$ cat src/rtl/pattern_match_accum_pkg.sv
// Shared types and the entry match rule for the mask-match accumulator.
package pattern_match_pkg;

    typedef enum logic [1:0] {
        IDLE = 2'd0,
        INIT = 2'd1,
        LOOP = 2'd2,
        END  = 2'd3
    } state_e;

    localparam logic MODE_SUBSET = 1'b0;
    localparam logic MODE_EXACT  = 1'b1;

    // Callers zero-extend to this width; both match rules are unaffected by extra zero bits.
    localparam int MATCH_MAX_W = 64;

    function automatic logic match_f(
        input logic [MATCH_MAX_W-1:0] in_w,
        input logic [MATCH_MAX_W-1:0] mask,
        input logic                   mode
    );
        if (mode == MODE_EXACT) return (in_w == mask);
        return ((in_w & ~mask) == '0);
    endfunction

endpackage

$ cat src/rtl/pattern_match_accum_if.sv
// Control, table-load and result signals of pattern_match_accum.
interface pattern_match_accum_if #(
    parameter int DATA_W = 8,
    parameter int OUT_W  = 4,
    parameter int DEPTH  = 8
);
    localparam int AW = $clog2(DEPTH);
    localparam int CW = $clog2(DEPTH + 1);

    logic              START;
    logic              MODE;
    logic [DATA_W-1:0] I;
    logic              TBL_WE;
    logic [AW-1:0]     TBL_ADDR;
    logic [DATA_W-1:0] TBL_MASK;
    logic [OUT_W-1:0]  TBL_CODE;
    logic              BUSY;
    logic              DONE;
    logic [OUT_W-1:0]  O;
    logic [CW-1:0]     MATCH_CNT;

    modport master (
        output START, MODE, I, TBL_WE, TBL_ADDR, TBL_MASK, TBL_CODE,
        input  BUSY, DONE, O, MATCH_CNT
    );

    modport slave (
        input  START, MODE, I, TBL_WE, TBL_ADDR, TBL_MASK, TBL_CODE,
        output BUSY, DONE, O, MATCH_CNT
    );
endinterface

$ cat src/rtl/pattern_match_accum_table.sv
// DEPTH-entry (mask, code) register file: synchronous-reset write port, combinational read port.
module pattern_table #(
    parameter int DATA_W = 8,
    parameter int OUT_W  = 4,
    parameter int DEPTH  = 8,
    parameter int AW     = $clog2(DEPTH)
) (
    input  logic              i_clk,
    input  logic              i_rst,
    input  logic              i_we,
    input  logic [AW-1:0]     i_waddr,
    input  logic [DATA_W-1:0] i_wmask,
    input  logic [OUT_W-1:0]  i_wcode,
    input  logic [AW-1:0]     i_raddr,
    output logic [DATA_W-1:0] o_rmask,
    output logic [OUT_W-1:0]  o_rcode
);
    logic [DEPTH-1:0][DATA_W-1:0] r_mask;
    logic [DEPTH-1:0][OUT_W-1:0]  r_code;

    always_ff @(posedge i_clk) begin
        if (i_rst) begin
            r_mask <= '0;
            r_code <= '0;
        end else if (i_we) begin
            r_mask[i_waddr] <= i_wmask;
            r_code[i_waddr] <= i_wcode;
        end
    end

    assign o_rmask = r_mask[i_raddr];
    assign o_rcode = r_code[i_raddr];
endmodule

$ cat src/rtl/pattern_match_accum.sv
// Scans the table one entry per cycle, ORing the codes of matching entries; publishes O/MATCH_CNT at scan end.
import pattern_match_pkg::*;

module pattern_match_accum #(
    parameter int DATA_W = 8,
    parameter int OUT_W  = 4,
    parameter int DEPTH  = 8
) (
    input  logic                  CLOCK,
    input  logic                  RESET,
    pattern_match_accum_if.slave  bus
);
    localparam int AW = $clog2(DEPTH);
    localparam int CW = $clog2(DEPTH + 1);

    state_e            r_state;
    state_e            w_state_nxt;
    logic [DATA_W-1:0] r_in;
    logic              r_mode;
    logic [OUT_W-1:0]  r_acc;
    logic [CW-1:0]     r_cnt;
    logic [AW-1:0]     r_mar;
    logic [OUT_W-1:0]  r_o;
    logic [CW-1:0]     r_match_cnt;
    logic              r_done;

    logic              w_we;
    logic              w_last;
    logic              w_hit;
    logic [DATA_W-1:0] w_mask;
    logic [OUT_W-1:0]  w_code;

    // Writes land only while idle so a running scan always sees a frozen table.
    assign w_we   = bus.TBL_WE && (r_state == IDLE) &&
                    ({1'b0, bus.TBL_ADDR} < (AW+1)'(DEPTH));
    assign w_last = (r_mar == AW'(DEPTH - 1));
    assign w_hit  = match_f(MATCH_MAX_W'(r_in), MATCH_MAX_W'(w_mask), r_mode);

    pattern_table #(
        .DATA_W (DATA_W),
        .OUT_W  (OUT_W),
        .DEPTH  (DEPTH),
        .AW     (AW)
    ) u_table (
        .i_clk   (CLOCK),
        .i_rst   (RESET),
        .i_we    (w_we),
        .i_waddr (bus.TBL_ADDR),
        .i_wmask (bus.TBL_MASK),
        .i_wcode (bus.TBL_CODE),
        .i_raddr (r_mar),
        .o_rmask (w_mask),
        .o_rcode (w_code)
    );

    always_ff @(posedge CLOCK) begin
        if (RESET) r_state <= IDLE;
        else       r_state <= w_state_nxt;
    end

    always_comb begin
        w_state_nxt = r_state;
        case (r_state)
            IDLE:    if (bus.START) w_state_nxt = INIT;
            INIT:    w_state_nxt = LOOP;
            LOOP:    if (w_last) w_state_nxt = END;
            END:     w_state_nxt = IDLE;
            default: w_state_nxt = IDLE;
        endcase
    end

    always_ff @(posedge CLOCK) begin
        if (RESET) begin
            r_in        <= '0;
            r_mode      <= 1'b0;
            r_acc       <= '0;
            r_cnt       <= '0;
            r_mar       <= '0;
            r_o         <= '0;
            r_match_cnt <= '0;
            r_done      <= 1'b0;
        end else begin
            r_done <= 1'b0;
            case (r_state)
                INIT: begin
                    r_in   <= bus.I;
                    r_mode <= bus.MODE;
                    r_acc  <= '0;
                    r_cnt  <= '0;
                    r_mar  <= '0;
                end
                LOOP: begin
                    if (w_hit) begin
                        r_acc <= r_acc | w_code;
                        r_cnt <= r_cnt + CW'(1);
                    end
                    if (!w_last) r_mar <= r_mar + AW'(1);
                end
                END: begin
                    r_o         <= r_acc;
                    r_match_cnt <= r_cnt;
                    r_done      <= 1'b1;
                end
                default: ;
            endcase
        end
    end

    assign bus.BUSY      = (r_state != IDLE);
    assign bus.DONE      = r_done;
    assign bus.O         = r_o;
    assign bus.MATCH_CNT = r_match_cnt;
endmodule

$ cat src/flat_wrapper.sv
// flat-port wrapper written by rule: the top's interface ports become plain ports
module pattern_match_accum_flat 
#(
    parameter int DATA_W = 8,
    parameter int OUT_W  = 4,
    parameter int DEPTH  = 8
)
  (CLOCK, RESET, bus_START, bus_MODE, bus_I, bus_TBL_WE, bus_TBL_ADDR, bus_TBL_MASK, bus_TBL_CODE, bus_BUSY, bus_DONE, bus_O, bus_MATCH_CNT);
  pattern_match_accum_if #(.DATA_W(DATA_W), .OUT_W(OUT_W), .DEPTH(DEPTH)) bus_i ();
  input  logic CLOCK;
  input  logic RESET;
  input wire logic [$bits(bus_i.START)-1:0] bus_START;
  input wire logic [$bits(bus_i.MODE)-1:0] bus_MODE;
  input wire logic [$bits(bus_i.I)-1:0] bus_I;
  input wire logic [$bits(bus_i.TBL_WE)-1:0] bus_TBL_WE;
  input wire logic [$bits(bus_i.TBL_ADDR)-1:0] bus_TBL_ADDR;
  input wire logic [$bits(bus_i.TBL_MASK)-1:0] bus_TBL_MASK;
  input wire logic [$bits(bus_i.TBL_CODE)-1:0] bus_TBL_CODE;
  output wire logic [$bits(bus_i.BUSY)-1:0] bus_BUSY;
  output wire logic [$bits(bus_i.DONE)-1:0] bus_DONE;
  output wire logic [$bits(bus_i.O)-1:0] bus_O;
  output wire logic [$bits(bus_i.MATCH_CNT)-1:0] bus_MATCH_CNT;
  assign bus_i.START = bus_START;
  assign bus_i.MODE = bus_MODE;
  assign bus_i.I = bus_I;
  assign bus_i.TBL_WE = bus_TBL_WE;
  assign bus_i.TBL_ADDR = bus_TBL_ADDR;
  assign bus_i.TBL_MASK = bus_TBL_MASK;
  assign bus_i.TBL_CODE = bus_TBL_CODE;
  assign bus_BUSY = bus_i.BUSY;
  assign bus_DONE = bus_i.DONE;
  assign bus_O = bus_i.O;
  assign bus_MATCH_CNT = bus_i.MATCH_CNT;
  pattern_match_accum #(.DATA_W(DATA_W), .OUT_W(OUT_W), .DEPTH(DEPTH)) u_core (.CLOCK(CLOCK), .RESET(RESET), .bus(bus_i));
endmodule
$ cat config.mk
export PLATFORM = sky130hd
export DESIGN_NAME = pattern_match_accum_flat
export DESIGN_NICKNAME = d
export VERILOG_FILES = /design/src/rtl/pattern_match_accum_pkg.sv /design/src/rtl/pattern_match_accum_if.sv /design/src/rtl/pattern_match_accum_table.sv /design/src/rtl/pattern_match_accum.sv /design/src/flat_wrapper.sv
export SDC_FILE = /design/constraint.sdc
export NUM_CORES = 1
export LEC_CHECK = 0
export ABC_AREA = 1
export BUFFER_PORTS_ARGS = -buffer_cell sky130_fd_sc_hd__buf_2
export CAP_MARGIN = 20
export CORE_MARGIN = 4
export CORE_UTILIZATION = 60
export DETAILED_ROUTE_END_ITERATION = 8
export GPL_ROUTABILITY_DRIVEN = 0
export PLACE_DENSITY = 0.79
export SLEW_MARGIN = 20
export SYNTH_ARGS = -nofsm -noshare
export SYNTH_HDL_FRONTEND = slang
export SYNTH_SLANG_ARGS = --single-unit
export TNS_END_PERCENT = 5
$ cat constraint.sdc
create_clock -name CLOCK -period 6 [get_ports CLOCK]
set_input_delay 1.2 -clock CLOCK [delete_from_list [all_inputs] [get_ports CLOCK]]
set_output_delay 1.2 -clock CLOCK [all_outputs]
set_load 0.02 [all_outputs]
# == After elaboration in Yosys (flattened, before gate mapping) ==
# Cells that the tools add are included.
# totals
word_cells,74
regBits,127
out_inout_bits,10
# op_classes
n_eq_ne,9
muxes,23
n_addsub,2
bitwise_logic,3
magnitude_cmp,3
n_reduce_logical,9
# ops
cell,n
$and A8 B64 Y64,1
$bwmux W64,1
$logic_not A64 Y1,1
$not A8 Y64,1
$bwmux W32,1
$bmux W8 S3,1
$demux W8 S3,1
$mux W4,4
$mux W8,2
$pmux W4 S2,2
$bmux W4 S3,1
$demux W4 S3,1
$eq A8 B8 Y1,1
$lt A3 B4 Y1 const B,2
$pmux W2 S4,1
$pmux W3 S2,1
$reduce_and A2 Y1,3
$add A4 B1 Y4 const B,1
$eq A2 B2 Y1 const B,2
$mux W1,4
$mux W2,2
$ne A2 B1 Y1 const B,2
$ne A2 B2 Y1 const B,2
$or A4 B4 Y4,1
8 further kinds,10

# == Logic depth before layout (Yosys ltp) ==
# logic_depth
word_depth,8
depth_mapped,17
ltp_nobuf,15

# == Modules after synthesis ==
# From an unflattened synthesis, not the netlist that was laid out.
# hier_totals
cells_unflattened,941
area_unflattened_um2,6090.8
# modules_own_cells
module,n_inst,area_each_um2,seq_area_each_um2,cells_each
pattern_table,1,4648.2,1921.8,758
pattern_match_accum,1,1442.6,620.6,183

# == Worst setup path after synthesis ==
# OpenSTA, ideal clock, no wires.
# synth_timing
kind,register to register
from,reg u_core.r_mar[0]
to,reg u_core.r_cnt[3]
path_stages_with_launch,16
setup_slack_ns,3.993
t_arrival_ns,1.894
synth_period_minus_slack_ns,2.007
setup_ns,0.113
cell_sequence,dfxtp_1 -> inv_1 -> buf_1 -> nor2_1 -> o221ai_1 -> o21ai_0 -> ha_1 -> or2_1 -> nor2_1 -> nand2_1 -> nand2_2 -> nand2_4 -> nand2_4 -> nand2_1 -> nand2_1 -> nor2_1
# synth_via
elab_chain_len,8
# synth_lines
element,line_no,rtl
"start, declared",pattern_match_accum.sv:22,logic [AW-1:0] r_mar;
"start signal, assigned",pattern_match_accum.sv:97,if (!w_last) r_mar <= r_mar + AW'(1);
$bmux W8 S3 *,pattern_match_accum_table.sv:31,assign o_rmask = r_mask[i_raddr];
$mux W8 (not written as such) *,pattern_match_accum_table.sv:31,
$not A8 Y64,pattern_match_accum_pkg.sv:23,return ((in_w & ~mask) == '0);
$and A8 B64 Y64,pattern_match_accum_pkg.sv:23,
$logic_not A64 Y1,pattern_match_accum_pkg.sv:23,
$mux W1 *,pattern_match_accum_pkg.sv:23,
$ne A2 B1 Y1 (no line) *,n/a,
$reduce_and A2 Y1 (no line) *,n/a,
"end signal, assigned",pattern_match_accum.sv:95,r_cnt <= r_cnt + CW'(1);
"end, declared",pattern_match_accum.sv:21,logic [CW-1:0] r_cnt;
# Mark *: on every way between the ends. The rest lies on a longest branch, timed or not. The select of a mux whose other input is x is not followed.
# A chain may end at the register's enable or synchronous reset.

# == Worst setup path in the final report ==
# layout_timing
from,reg u_core.r_mar[1]
to,reg u_core.r_acc[3]
# layout_via
elab_chain_len,8
# layout_lines
element,line_no,rtl
$bmux W8 S3,pattern_match_accum_table.sv:31,
$mux W8 (not written as such),pattern_match_accum_table.sv:31,
$not A8 Y64,pattern_match_accum_pkg.sv:23,
$and A8 B64 Y64,pattern_match_accum_pkg.sv:23,
$logic_not A64 Y1,pattern_match_accum_pkg.sv:23,
$mux W1,pattern_match_accum_pkg.sv:23,
$ne A2 B1 Y1 (no line),n/a,
$reduce_and A2 Y1 (no line),n/a,
"end signal, assigned",pattern_match_accum.sv:94,r_acc <= r_acc | w_code;
"end, declared",pattern_match_accum.sv:20,logic [OUT_W-1:0] r_acc;
# Several ways; a longest one is shown, not always the timed one. The select of a mux whose other input is x is not followed.

==> results.json <==
{
  "core-area_sq_um": 9200,
  "synth-simple-area-share_pct": 22.7,
  "synth_adder_area_share_pct": 3.54,
  "synth_fp_nets": 832,
  "synth.avg_cell_area_sq_um": 7.18,
  "cp.required_ns": 6.45,
  "finalHoldViolations": 0,
  "worstSetupPathType": "flop to flop",
  "placed_area_sq_um": 5710,
  "synth-compound-area-share_pct": 20.8,
  "ys.flop_type": "dfxtp_1",
  "post_drt_wl_per_cell_um": 16.0,
  "hold_class": "flop to flop",
  "antenna_cells": 0,
  "cts_max_path_buffers": 2,
  "regArea_sq_um": 2540,
  "cp-start-kind": "flop",
  "drtPass1Iterations": 5,
  "slew-limit-headroom_pct": 37.3,
  "yosysUniqueCellTypes": 31,
  "power.density_nw_per_um2": 434,
  "fill_cells": 755,
  "clock_latency_ns": 0.53,
  "antenna_found_initial": 0,
  "cp.arrival_ns": 3.42,
  "grt_pass1_wl_mm": 24.5,
  "period_share_pct": 49.6,
  "synth-xor-area-share_pct": 0,
  "async_flop_share_pct": 0,
  "hold_ws_ns": 0.461,
  "die_area_sq_um": 11000,
  "cts_root_buffer": "clkbuf_8",
  "num_rows": 35,
  "cts_hold_buffers": 0,
  "setup_viol": 0,
  "mostFrequentLayoutCells": "252 x nor2_1, 150 x o21ai_0, 127 x dfxtp_1",
  "grt_max_degree": 63,
  "slowest_delay_ns": 0.63,
  "grt_pass1_vias": 5059,
  "num_vias": 5294,
  "p_int_uw": 1880,
  "cellLeakagePower_uw": 0.00283,
  "path_cells": "buf_4, inv_1, o21ai_0, o22ai_1, o21ai_0, ha_1, nand2_1, nor2_1, nand3b_1, nand2_2, nand2_4, nand2_4, nand2_1, a21oi_1",
  "drt_wl_total_mm": 14.6,
  "drc": 0,
  "die_w_um": 105,
  "worst_path_max_delay_cell": "inv_1",
  "switching_power_uw": 886,
  "area_growth_pct": 12.6,
  "status": "complete, no violations",
  "fmax_mhz": 336,
  "cts_made_buffers": 17,
  "cts_tree": "yes",
  "start_util_pct": 61.5,
  "io_pins": 38,
  "yosysWarnings": 0,
  "fin_crit_ns": 2.97,
  "clkPwrFrac_pct": 40.7,
  "vias_per_cell": 5.79,
  "cp-end-kind": "flop",
  "cts.sink_count": 127,
  "overflow": 0,
  "switching_share_pct": 32.0,
  "ir_worst_vdd_mv": 0.247,
  "synthCells": 788,
  "ant_nets": 0,
  "fp.dieH_um": 105,
  "crit_fanout": 27,
  "synth_top_family_by_area": "simple AND/OR/NAND/NOR gates",
  "final_area_sq_um": 6370,
  "slew_viol_final": 0,
  "p_comb_share_pct": 23.6,
  "cts.clk_slew.worst_paths_ns": 0.06,
  "drive_above_1_share_pct": 11.2,
  "seq_area_frac_synth_pct": 45.0,
  "cts_resized": 0,
  "dp_hpwl_mm": 8.90,
  "grt_setup_unrepaired": "no",
  "ys_seq_elements": 127,
  "max-cap-violations": 0,
  "cts_htree_levels": 4,
  "seq_power_share_pct": 35.7,
  "synth_edf_count": 0,
  "postCtsSetupBuffers": 0,
  "tightest_slew_ns": 0.939,
  "track_usage_pct": 27.2,
  "synth.area.mux_share_pct": 0,
  "fin_setup_tns_ns": 0,
  "synth_area_sq_um": 5650,
  "io_buffer_count": 37,
  "mostFrequentLayoutCell": "nor2_1",
  "nets": 834,
  "dr.first_iter.drc_count": 558,
  "skew_ns": 0.00904,
  "multi_input_area_sq_um": 2660
}
==> metal layers <==
layer | global-route usage [%] | up-vias | share of wire [%]
met5 | 0 | - | 0
met4 | 9.47 | 0 | 1.7
met3 | 6.05 | 31 | 7.5
met2 | 44.3 | 231 | 47
met1 | 35.7 | 2452 | 44
li1 | - | 2580 | -
==> sequential cells by signal (all words and copies together), names as in the netlist <==
name / count
u_core.r_mar: 3
u_core.bus.DONE: 1
u_core.r_mode: 1
u_core.u_table.r_code: 32
u_core.u_table.r_mask: 64
u_core.r_state: 2
u_core.r_in: 8
u_core.bus.O: 4
u_core.r_cnt: 4
u_core.bus.MATCH_CNT: 4
u_core.r_acc: 4
==> power groups by stage <==
stage          clock network [uW]  logic, uW  registers (uW)
2_1_floorplan                   0        486            1010
3_3_place_gp                    0        619             999
3_5_place_dp                    0        639            1000
4_1_cts                      1130        648             986
5_1_grt                      1170        746             997
6_report                     1130        652             987
==> Yosys cell counts, types with 4 or more instances <==
cell / n / share of area [%]
nand2_1: 55 / 3.7
buf_4: 4 / 0.53
o21ai_1: 12 / 1.1
nor2_2: 5 / 0.55
ha_1: 16 / 3.5
o22ai_1: 8 / 0.89
clkbuf_1: 16 / 1.1
a21oi_1: 23 / 2.0
inv_1: 36 / 2.4
nand3_1: 8 / 0.71
dfxtp_1: 127 / 45
o211ai_1: 12 / 1.6
buf_2: 24 / 2.1
nor2_1: 252 / 17
o21ai_0: 150 / 13
o221ai_1: 8 / 1.2
clkbuf_2: 10 / 0.89
==> kinds of logic after synthesis <==
| group | count (synthesis) |
|---|---|
| flops | 127 |
| fa+ha+maj | 16 |
| simple gates | 328 |
| buf+inv | 100 |
| compound gates | 217 |
==> through the flow <==
step | util (%) | setup slack [ns] | total power (uW) | std cells
global placement | 62.1 | 3.08 | 1620 | 882
global route | 69.2 | 2.76 | 2910 | 914
finish | 69.2 | 3.03 | 2760 | 914
CTS | 69.2 | 3.01 | 2760 | 914
detailed placement | 62.1 | 3.05 | 1640 | 882
floorplan | - | 3.99 | 1490 | 788
==> worst max-delay path: cells and delay by family, from the launching register on <==
kind	cells	cell delay, ns
simple gates	7	0.60
flops	1	0.30
buf+inv	2	0.86
fa+ha+maj	1	0.35
compound gates	4	0.78
==> area by class of cell <==
type	instances	share of cell area [%]
clock buffer	19	6.94
multi-input combinational	561	41.7
timing repair buffer	42	3.50
tap	111	2.18
sequential	127	39.9
inverter	41	2.42
clock inverter	13	3.30
==> worst paths after layout <==
path / startpoint / endpoint / slack [ns] / cells past startpoint
worst min register to register: u_core.u_table.r_code[29]$_SDFFE_PP0P_ / u_core.u_table.r_code[29]$_SDFFE_PP0P_ / 0.46 / 2
worst max register to register: u_core.r_mar[1]$_SDFFE_PP0P_ / u_core.r_acc[3]$_SDFFE_PP0P_ / 3.03 / 14
worst max-delay path: u_core.r_mar[1]$_SDFFE_PP0P_ / u_core.r_acc[3]$_SDFFE_PP0P_ / 3.03 / 14
worst min-delay path: u_core.u_table.r_code[29]$_SDFFE_PP0P_ / u_core.u_table.r_code[29]$_SDFFE_PP0P_ / 0.46 / 2
Power figures use the tool's default switching activity.
